[src/rtl/pacman_pkg.sv]
// Shared state encoding, default frame counts and output decode
// for the pacman game-flow sequencer.
package pacman_pkg;

    typedef enum logic [2:0] {
        S_IDLE    = 3'd0,
        S_READY   = 3'd1,
        S_PLAY    = 3'd2,
        S_DYING   = 3'd3,
        S_RESPAWN = 3'd4,
        S_OVER    = 3'd5,
        S_WON     = 3'd6
    } game_state_t;

    localparam int DEF_LIVES_INIT     = 3;
    localparam int DEF_READY_FRAMES   = 120;
    localparam int DEF_DYING_FRAMES   = 90;
    localparam int DEF_RESPAWN_FRAMES = 2;
    localparam int DEF_CNT_W          = 8;
    localparam int DEF_LIVES_W        = 2;

    typedef struct packed {
        logic death;
        logic is_defeated;
        logic game_over;
        logic level_won;
    } flow_out_t;

    // Pacman is frozen in every state except PLAY and RESPAWN.
    function automatic flow_out_t decode_outputs(input game_state_t s);
        flow_out_t o;
        o.death       = 1'b1;
        o.is_defeated = 1'b0;
        o.game_over   = 1'b0;
        o.level_won   = 1'b0;
        case (s)
            S_PLAY:    o.death = 1'b0;
            S_RESPAWN: begin
                o.death       = 1'b0;
                o.is_defeated = 1'b1;
            end
            S_OVER:    o.game_over = 1'b1;
            S_WON:     o.level_won = 1'b1;
            default:   ;
        endcase
        return o;
    endfunction

endpackage

[src/rtl/frame_timer.sv]
// Down-counting frame timer: load has priority, decrement stops at zero.
module frame_timer #(
    parameter int CNT_W = 8
) (
    input  logic             frame_clk,
    input  logic             Reset_n,
    input  logic             load,
    input  logic [CNT_W-1:0] load_val,
    input  logic             dec,
    output logic             zero
);

    logic [CNT_W-1:0] cnt;

    always_ff @(posedge frame_clk) begin
        if (!Reset_n) begin
            cnt <= '0;
        end else if (load) begin
            cnt <= load_val;
        end else if (dec && (cnt != '0)) begin
            cnt <= cnt - CNT_W'(1);
        end
    end

    assign zero = (cnt == '0);

endmodule

[src/rtl/pacman_life_ctrl.sv]
// Game-flow sequencer: lives, ready/dying/respawn delays, game-over and
// level-won, driving the pacman block's death and isDefeated inputs.
module pacman_life_ctrl
    import pacman_pkg::*;
#(
    parameter int LIVES_INIT     = DEF_LIVES_INIT,
    parameter int READY_FRAMES   = DEF_READY_FRAMES,
    parameter int DYING_FRAMES   = DEF_DYING_FRAMES,
    parameter int RESPAWN_FRAMES = DEF_RESPAWN_FRAMES,
    parameter int CNT_W          = DEF_CNT_W,
    parameter int LIVES_W        = DEF_LIVES_W
) (
    input  logic               frame_clk,
    input  logic               Reset_n,
    input  logic               start,
    input  logic               collision,
    input  logic               pellets_cleared,
    input  logic               hasMoved,
    output logic               death,
    output logic               isDefeated,
    output logic [LIVES_W-1:0] lives,
    output logic               game_over,
    output logic               level_won,
    output logic [2:0]         state
);

    localparam logic [CNT_W-1:0]   READY_LOAD   = CNT_W'(READY_FRAMES - 1);
    localparam logic [CNT_W-1:0]   DYING_LOAD   = CNT_W'(DYING_FRAMES - 1);
    localparam logic [CNT_W-1:0]   RESPAWN_LOAD = CNT_W'(RESPAWN_FRAMES - 1);
    localparam logic [LIVES_W-1:0] LIVES_LOAD   = LIVES_W'(LIVES_INIT);

    game_state_t      state_q, state_nx;
    logic [LIVES_W-1:0] lives_nx;
    logic             start_q, start_rise;
    logic             t_load, t_dec, t_zero;
    logic [CNT_W-1:0] t_val;

    assign start_rise = start & ~start_q;
    assign state      = state_q;

    frame_timer #(.CNT_W(CNT_W)) u_timer (
        .frame_clk (frame_clk),
        .Reset_n   (Reset_n),
        .load      (t_load),
        .load_val  (t_val),
        .dec       (t_dec),
        .zero      (t_zero)
    );

    // Every delayed state reloads the timer on entry, so it never wraps.
    always_comb begin
        state_nx = state_q;
        lives_nx = lives;
        t_load   = 1'b0;
        t_val    = '0;
        t_dec    = 1'b0;
        case (state_q)
            S_IDLE: if (start_rise) begin
                state_nx = S_RESPAWN;
                t_load   = 1'b1;
                t_val    = RESPAWN_LOAD;
            end
            S_RESPAWN: if (t_zero) begin
                state_nx = S_READY;
                t_load   = 1'b1;
                t_val    = READY_LOAD;
            end else begin
                t_dec = 1'b1;
            end
            S_READY: if (t_zero) state_nx = S_PLAY;
                     else        t_dec    = 1'b1;
            S_PLAY: if (pellets_cleared) begin
                state_nx = S_WON;
            end else if (collision && hasMoved) begin
                state_nx = S_DYING;
                t_load   = 1'b1;
                t_val    = DYING_LOAD;
                lives_nx = (lives == '0) ? '0 : lives - LIVES_W'(1);
            end
            S_DYING: if (t_zero) begin
                if (lives == '0) begin
                    state_nx = S_OVER;
                end else begin
                    state_nx = S_RESPAWN;
                    t_load   = 1'b1;
                    t_val    = RESPAWN_LOAD;
                end
            end else begin
                t_dec = 1'b1;
            end
            S_OVER: if (start_rise) begin
                state_nx = S_RESPAWN;
                lives_nx = LIVES_LOAD;
                t_load   = 1'b1;
                t_val    = RESPAWN_LOAD;
            end
            S_WON: if (start_rise) begin
                state_nx = S_RESPAWN;
                t_load   = 1'b1;
                t_val    = RESPAWN_LOAD;
            end
            default: state_nx = S_IDLE;
        endcase
    end

    always_ff @(posedge frame_clk) begin
        if (!Reset_n) begin
            state_q    <= S_IDLE;
            lives      <= LIVES_LOAD;
            start_q    <= 1'b0;
            death      <= 1'b1;
            isDefeated <= 1'b0;
            game_over  <= 1'b0;
            level_won  <= 1'b0;
        end else begin
            state_q <= state_nx;
            lives   <= lives_nx;
            start_q <= start;
            {death, isDefeated, game_over, level_won} <= decode_outputs(state_nx);
        end
    end

endmodule
[config.mk]
export PLATFORM = sky130hd
export DESIGN_NAME = pacman_life_ctrl
export DESIGN_NICKNAME = d
export VERILOG_FILES = /design/src/rtl/pacman_pkg.sv /design/src/rtl/frame_timer.sv /design/src/rtl/pacman_life_ctrl.sv
export SDC_FILE = /design/constraint.sdc
export NUM_CORES = 1
export LEC_CHECK = 0
export ABC_CLOCK_PERIOD_IN_PS = 2500
export BUFFER_PORTS_ARGS = -buffer_cell sky130_fd_sc_hd__buf_2
export CORE_AREA = 2 2 48 50
export DETAILED_ROUTE_END_ITERATION = 6
export DIE_AREA = 0 0 50 52
export PLACE_DENSITY = 0.73
export SYNTH_ARGS = -nofsm -noshare
export SYNTH_HDL_FRONTEND = slang
export SYNTH_SLANG_ARGS = --single-unit
[constraint.sdc]
create_clock -name frame_clk -period 2.5 [get_ports frame_clk]
set_input_delay 0.5 -clock frame_clk [delete_from_list [all_inputs] [get_ports frame_clk]]
set_output_delay 0.5 -clock frame_clk [all_outputs]
set_load 0.005 [all_outputs]
; ---- Yosys cells after proc, flatten, opt, wreduce, memory -nomap -nowiden
; Cells that the tools add are included.
[word_totals]
elab_cells = 72
output_inout_bits = 9
regBits = 18
[op_classes]
n_bitwise = 2
addsub = 2
muxes = 35
n_reduce_logical = 12
eq_ne = 13
[op_table]
columns = operator, n
row1 = one-hot mux 7 bit (4 select lines), 1
row2 = 2-to-1 mux 7 bit, 3
row3 = == test 3 bit (second input constant), 6
row4 = 2-to-1 mux 3 bit, 6
row5 = 2-to-1 mux 1 bit, 16
row6 = 2-to-1 mux 8 bit, 2
row7 = one-hot mux 3 bit (5 select lines), 1
row8 = == test 3 x 2 -> 1 bit (second input constant), 3
row9 = zero test 8 bit, 1
row10 = 2-to-1 mux 2 bit, 4
row11 = nonzero test 8 bit, 1
row12 = subtractor 8 x 1 -> 8 bit (second input constant), 1
row13 = inequality test 2 bit (second input constant), 3
row14 = OR reduction 3 bit, 2
row15 = one-hot mux 1 bit (4 select lines), 1
row16 = one-hot mux 2 bit (2 select lines), 1
row17 = AND reduction 4 bit, 1
row18 = nonzero test 2 bit, 2
row19 = == test 3 x 1 -> 1 bit (second input constant), 1
row20 = zero test 3 bit, 1
row21 = logical AND 1 bit, 2
row22 = zero test 2 bit, 1
row23 = OR reduction 2 bit, 1
row24 = subtractor 2 x 1 -> 2 bit (second input constant), 1
row25 = 2 further kinds, 2

; ---- Logic depth before layout (Yosys ltp)
[depth]
word_depth = 7
depth_mapped = 7

; ---- Hierarchy
; A second synthesis with hierarchy kept.
[hier_totals]
cells_unflattened = 131
hier_area_um2 = 1143.6
[modules_own_cells]
columns = module, seq_area_each_um2, cells_per_inst, instances, area_per_inst_um2
row1 = pacman_life_ctrl, 200.2, 73, 1, 635.6
row2 = frame_timer, 160.2, 58, 1, 508.0

; ---- Worst setup path before layout
; Ideal clock, no wire load.
[synth_path]
path_kind = reg-to-reg
start = reg u_timer.cnt[0]
end = reg death
t_arrival_ns = 1.680
synth_period_minus_slack_ns = 1.814
slack_ns = 0.686
path_stages_with_launch = 8
path_cell_list = dfxtp_1 > inv_1 > ha_1 > nor3b_2 > a21oi_1 > o21ai_1 > nand3_1 > or4_1
[synth_between]
elab_chain_len = 6
elab_cells_between_ends = 9
cone_classes = 2 x eq/ne / 5 x mux / 2 x reduce/logical
[synth_rtl]
columns = element, line
row1 = start: declaration, frame_timer.sv:13  ; logic [CNT_W-1:0] cnt;
row2 = start signal: assignment, frame_timer.sv:19  ; cnt <= load_val;
row3 = start signal: assignment, frame_timer.sv:21  ; cnt <= cnt - CNT_W'(1);
row4 = zero test 8 bit *, frame_timer.sv:25  ; assign zero = (cnt == '0);
row5 = "2-to-1 mux 3 bit, on equally long branches", "pacman_life_ctrl.sv:80, pacman_life_ctrl.sv:63, pacman_life_ctrl.sv:70"
row6 = one-hot mux 3 bit (5 select lines) *, pacman_life_ctrl.sv:57  ; case (state_q)
row7 = == test 3 bit or == test 3 x 2 -> 1 bit (tied branches), pacman_pkg.sv:36  ; case (s)
row8 = OR reduction 2 bit (no source line) *, n/a
row9 = 2-to-1 mux 1 bit *, pacman_pkg.sv:36
row10 = end signal: assignment, pacman_life_ctrl.sv:119  ; {death, isDefeated, game_over, level_won} <= decode_outputs(state_nx);
row11 = end: declaration, pacman_life_ctrl.sv:19  ; output logic death,
; Mark *: on every way between the ends. The rest lies on a longest branch, timed or not.
; A chain may end at the register's enable or synchronous reset.

; ---- Worst setup path in the final report
; Same ends and word-level chain as after synthesis.

==> run summary <==
CP Capture Type -> flop
Total track usage -> 20.69%
Clk_skew -> 0.002994 ns
Ys flop type -> dfxtp_1
Drt first pass iters -> 4
NetSw -> 685.4 uW
Final core utilization -> 56.98%
Tcrit/Tclk final -> 80.21%
TNS Setup -> 0 ns
Worst-Margin Slew -> 0.5667 ns
Int Pwr -> 821.9 uW
Fin cells -> 178
Largest net degree at the start of global routing -> 20
Startpoint Class -> flop
Nets -> 159
# setup viols final -> 0
IO Pins -> 15
Synth Instances -> 137
Reg2reg path depth -> 7
GPL Wtd Cong -> 0.8519
Routed WL per cell -> 13.30 um
WS Path Type -> reg2reg
CTS tree -> yes
Port bufs -> 14
CORE AREA -> 2106 um2
Syn_nets -> 145
# Post-CTS Setup Buffers -> 0
Placed insts -> 174
Met1 wire length -> 1.164 mm
Cell Pwr Density -> 1256 nW/um2
Yosys reg bits -> 18
Vias in the first global route -> 907
1st-iter DRT viols -> 25
Sequential fraction of design power -> 34.7%
Switching Share -> 45.47%
Sink Count -> 18
Post-route ant nets -> 0
Area growth syn-to-layout -> 11.77%
Yosys cell types -> 38
CTS Buf Count -> 3
Cell Rows -> 17
Synth async-reset ratio -> 0%
Clk_lat worst skew -> 0.30 ns
Fmax -> 498.7 MHz
CP max FO -> 6
Initial core utilization -> 50.98%
Wire length on met2 -> 1.046 mm
Cts repair resizes -> 0
Rel. slew slack -> 62.00%
Clock network power share -> 12.0%
CTS Buffer Depth -> 2
Highest-delay cell along the critical path -> or4_1
Final slew viol count -> 0
Die height -> 52 um
Top layer in use -> met4
Root buf cell -> clkbuf_4
Leak Pwr -> 0.4979 nW
Post-synthesis average cell area -> 7.836 um2
CTS H-tree depth -> 1
Yosys warns -> 0
Crit-path max cell delay -> 0.51 ns
Via count -> 1,047
Critical path, cell by cell -> inv_1 -> ha_1 -> nor3b_2 -> a21oi_1 -> o21ai_1 -> nand3_1 -> or4_1
Die ar. -> 2600 um2
Final instance area -> 1200 um2
Seq/Total Area, Yosys -> 33.57%
Layout cell share with drive strength beyond 1 -> 16.67%
Commonest non-fill, non-tap cells in the layout -> dfxtp_1 (18), nand2_1 (15), buf_2 (14)
Routed wl met3 -> 109 um
Placement Cell Area -> 1164 um2
Dpl hpwl -> 1.727 mm
Hold WS -> 0.4319 ns
Final min period -> 2.005 ns
Combinational Power Share -> 53.3%
Reg clk slew, reported paths -> 0.10 ns
Total gr overflow -> 0
Post-DR vias/cell -> 5.882
Max_cap viols -> 0
CP required -> 2.68 ns
Outcome -> finished clean
Antenna cells -> 0
Final routed DRC violation total -> 0
Mapped Area -> 1074 um2
CTS Hold Bufs -> 0
Post-synth EDFFs -> 0
Peak supply drop -> 0.6032 mV
Post-Route WL -> 2.367 mm
Initial antenna violation count -> 0
RSZ-0062 raised after global routing -> no
First-pass GRT wire length -> 4.112 mm
Worst hold-check path type -> in2reg
Most common cell after layout, fill and taps aside -> dfxtp_1
Hold depth -> 2
Die width -> 50 um
Final Hold Fails -> 0
Arrival time at the worst endpoint -> 2.19 ns
==> cells in the mapped netlist (3+ instances only) <==
master	count	area (um2)
nor2b_1	4	25.02
xor2_1	4	35.03
a21oi_1	9	45.04
nor3_1	3	15.01
dfxtp_1	18	360.4
clkbuf_1	6	22.52
o31ai_1	3	22.52
nand3_1	11	55.05
nand2b_1	4	25.02
or4_1	5	37.54
inv_1	7	26.28
o21ai_0	9	45.04
nor2_1	7	26.28
nand2_1	15	56.30
==> through the flow <==
| step | power [mW] | setup WS [ns] |
|---|---|---|
| 4_1_cts | 1.513 | 0.4982 |
| 3_5_place_dp | 1.324 | 0.5143 |
| 3_3_place_gp | 1.309 | 0.5439 |
| 2_1_floorplan | 1.149 | 0.6859 |
| 5_1_grt | 1.660 | 0.3424 |
| 6_report | 1.507 | 0.4949 |
==> logic make-up after synthesis <==
group	after synthesis	share of synthesized area, %
AO/OA/AOI/OAI	37	22.26
XOR/XNOR	6	4.895
adder cells (fa/ha/maj)	2	2.331
buffers and inverters	13	4.546
flip-flops	18	33.57
AND/OR/NAND/NOR	61	32.40
==> final cells by class <==
class / count / area (um2)
fill: 205 / 905.9
tap: 28 / 35.03
clock buffer: 4 / 36.28
multi-input combinational: 106 / 664.4
timing repair buffer: 15 / 77.57
sequential: 18 / 360.3
inverter: 7 / 26.28
==> worst max-delay path: cells and delay by family (launching register included) <==
kind	cells	cell delay, ns
simple gates	3	0.99
flops	1	0.36
compound gates	2	0.31
fa+ha+maj	1	0.15
buf+inv	1	0.09
==> routing by layer <==
layer / track usage, % / up-vias
met1: 28.47 / 480
met3: 2.586 / 5
li1: - / 534
met4: 9.722 / 0
met2: 32.02 / 28
met5: 0 / -
==> state kept, by name (all words and copies together) (netlist names) <==
| name | cells |
|---|---|
| death | 1 |
| game_over | 1 |
| isDefeated | 1 |
| level_won | 1 |
| lives | 2 |
| start_q | 1 |
| state | 3 |
| u_timer.cnt | 8 |
==> worst paths after layout <==
kind              slack (ns)            from  endpoint
setup / recovery        0.49  u_timer.cnt[0]     death
hold / removal          0.43           start   start_q
setup reg to reg        0.49  u_timer.cnt[0]     death
hold reg to reg         0.52        lives[0]  lives[0]
==> power groups by stage <==
stage / sequential, mW / clock [mW] / combinational (mW)
after detailed placement: 0.528 / 0 / 0.796
after global routing: 0.545 / 0.196 / 0.920
after floorplan: 0.465 / 0 / 0.684
final: 0.524 / 0.180 / 0.803
after global placement: 0.521 / 0 / 0.788
after CTS: 0.521 / 0.190 / 0.801
Power figures use the tool's default switching activity.
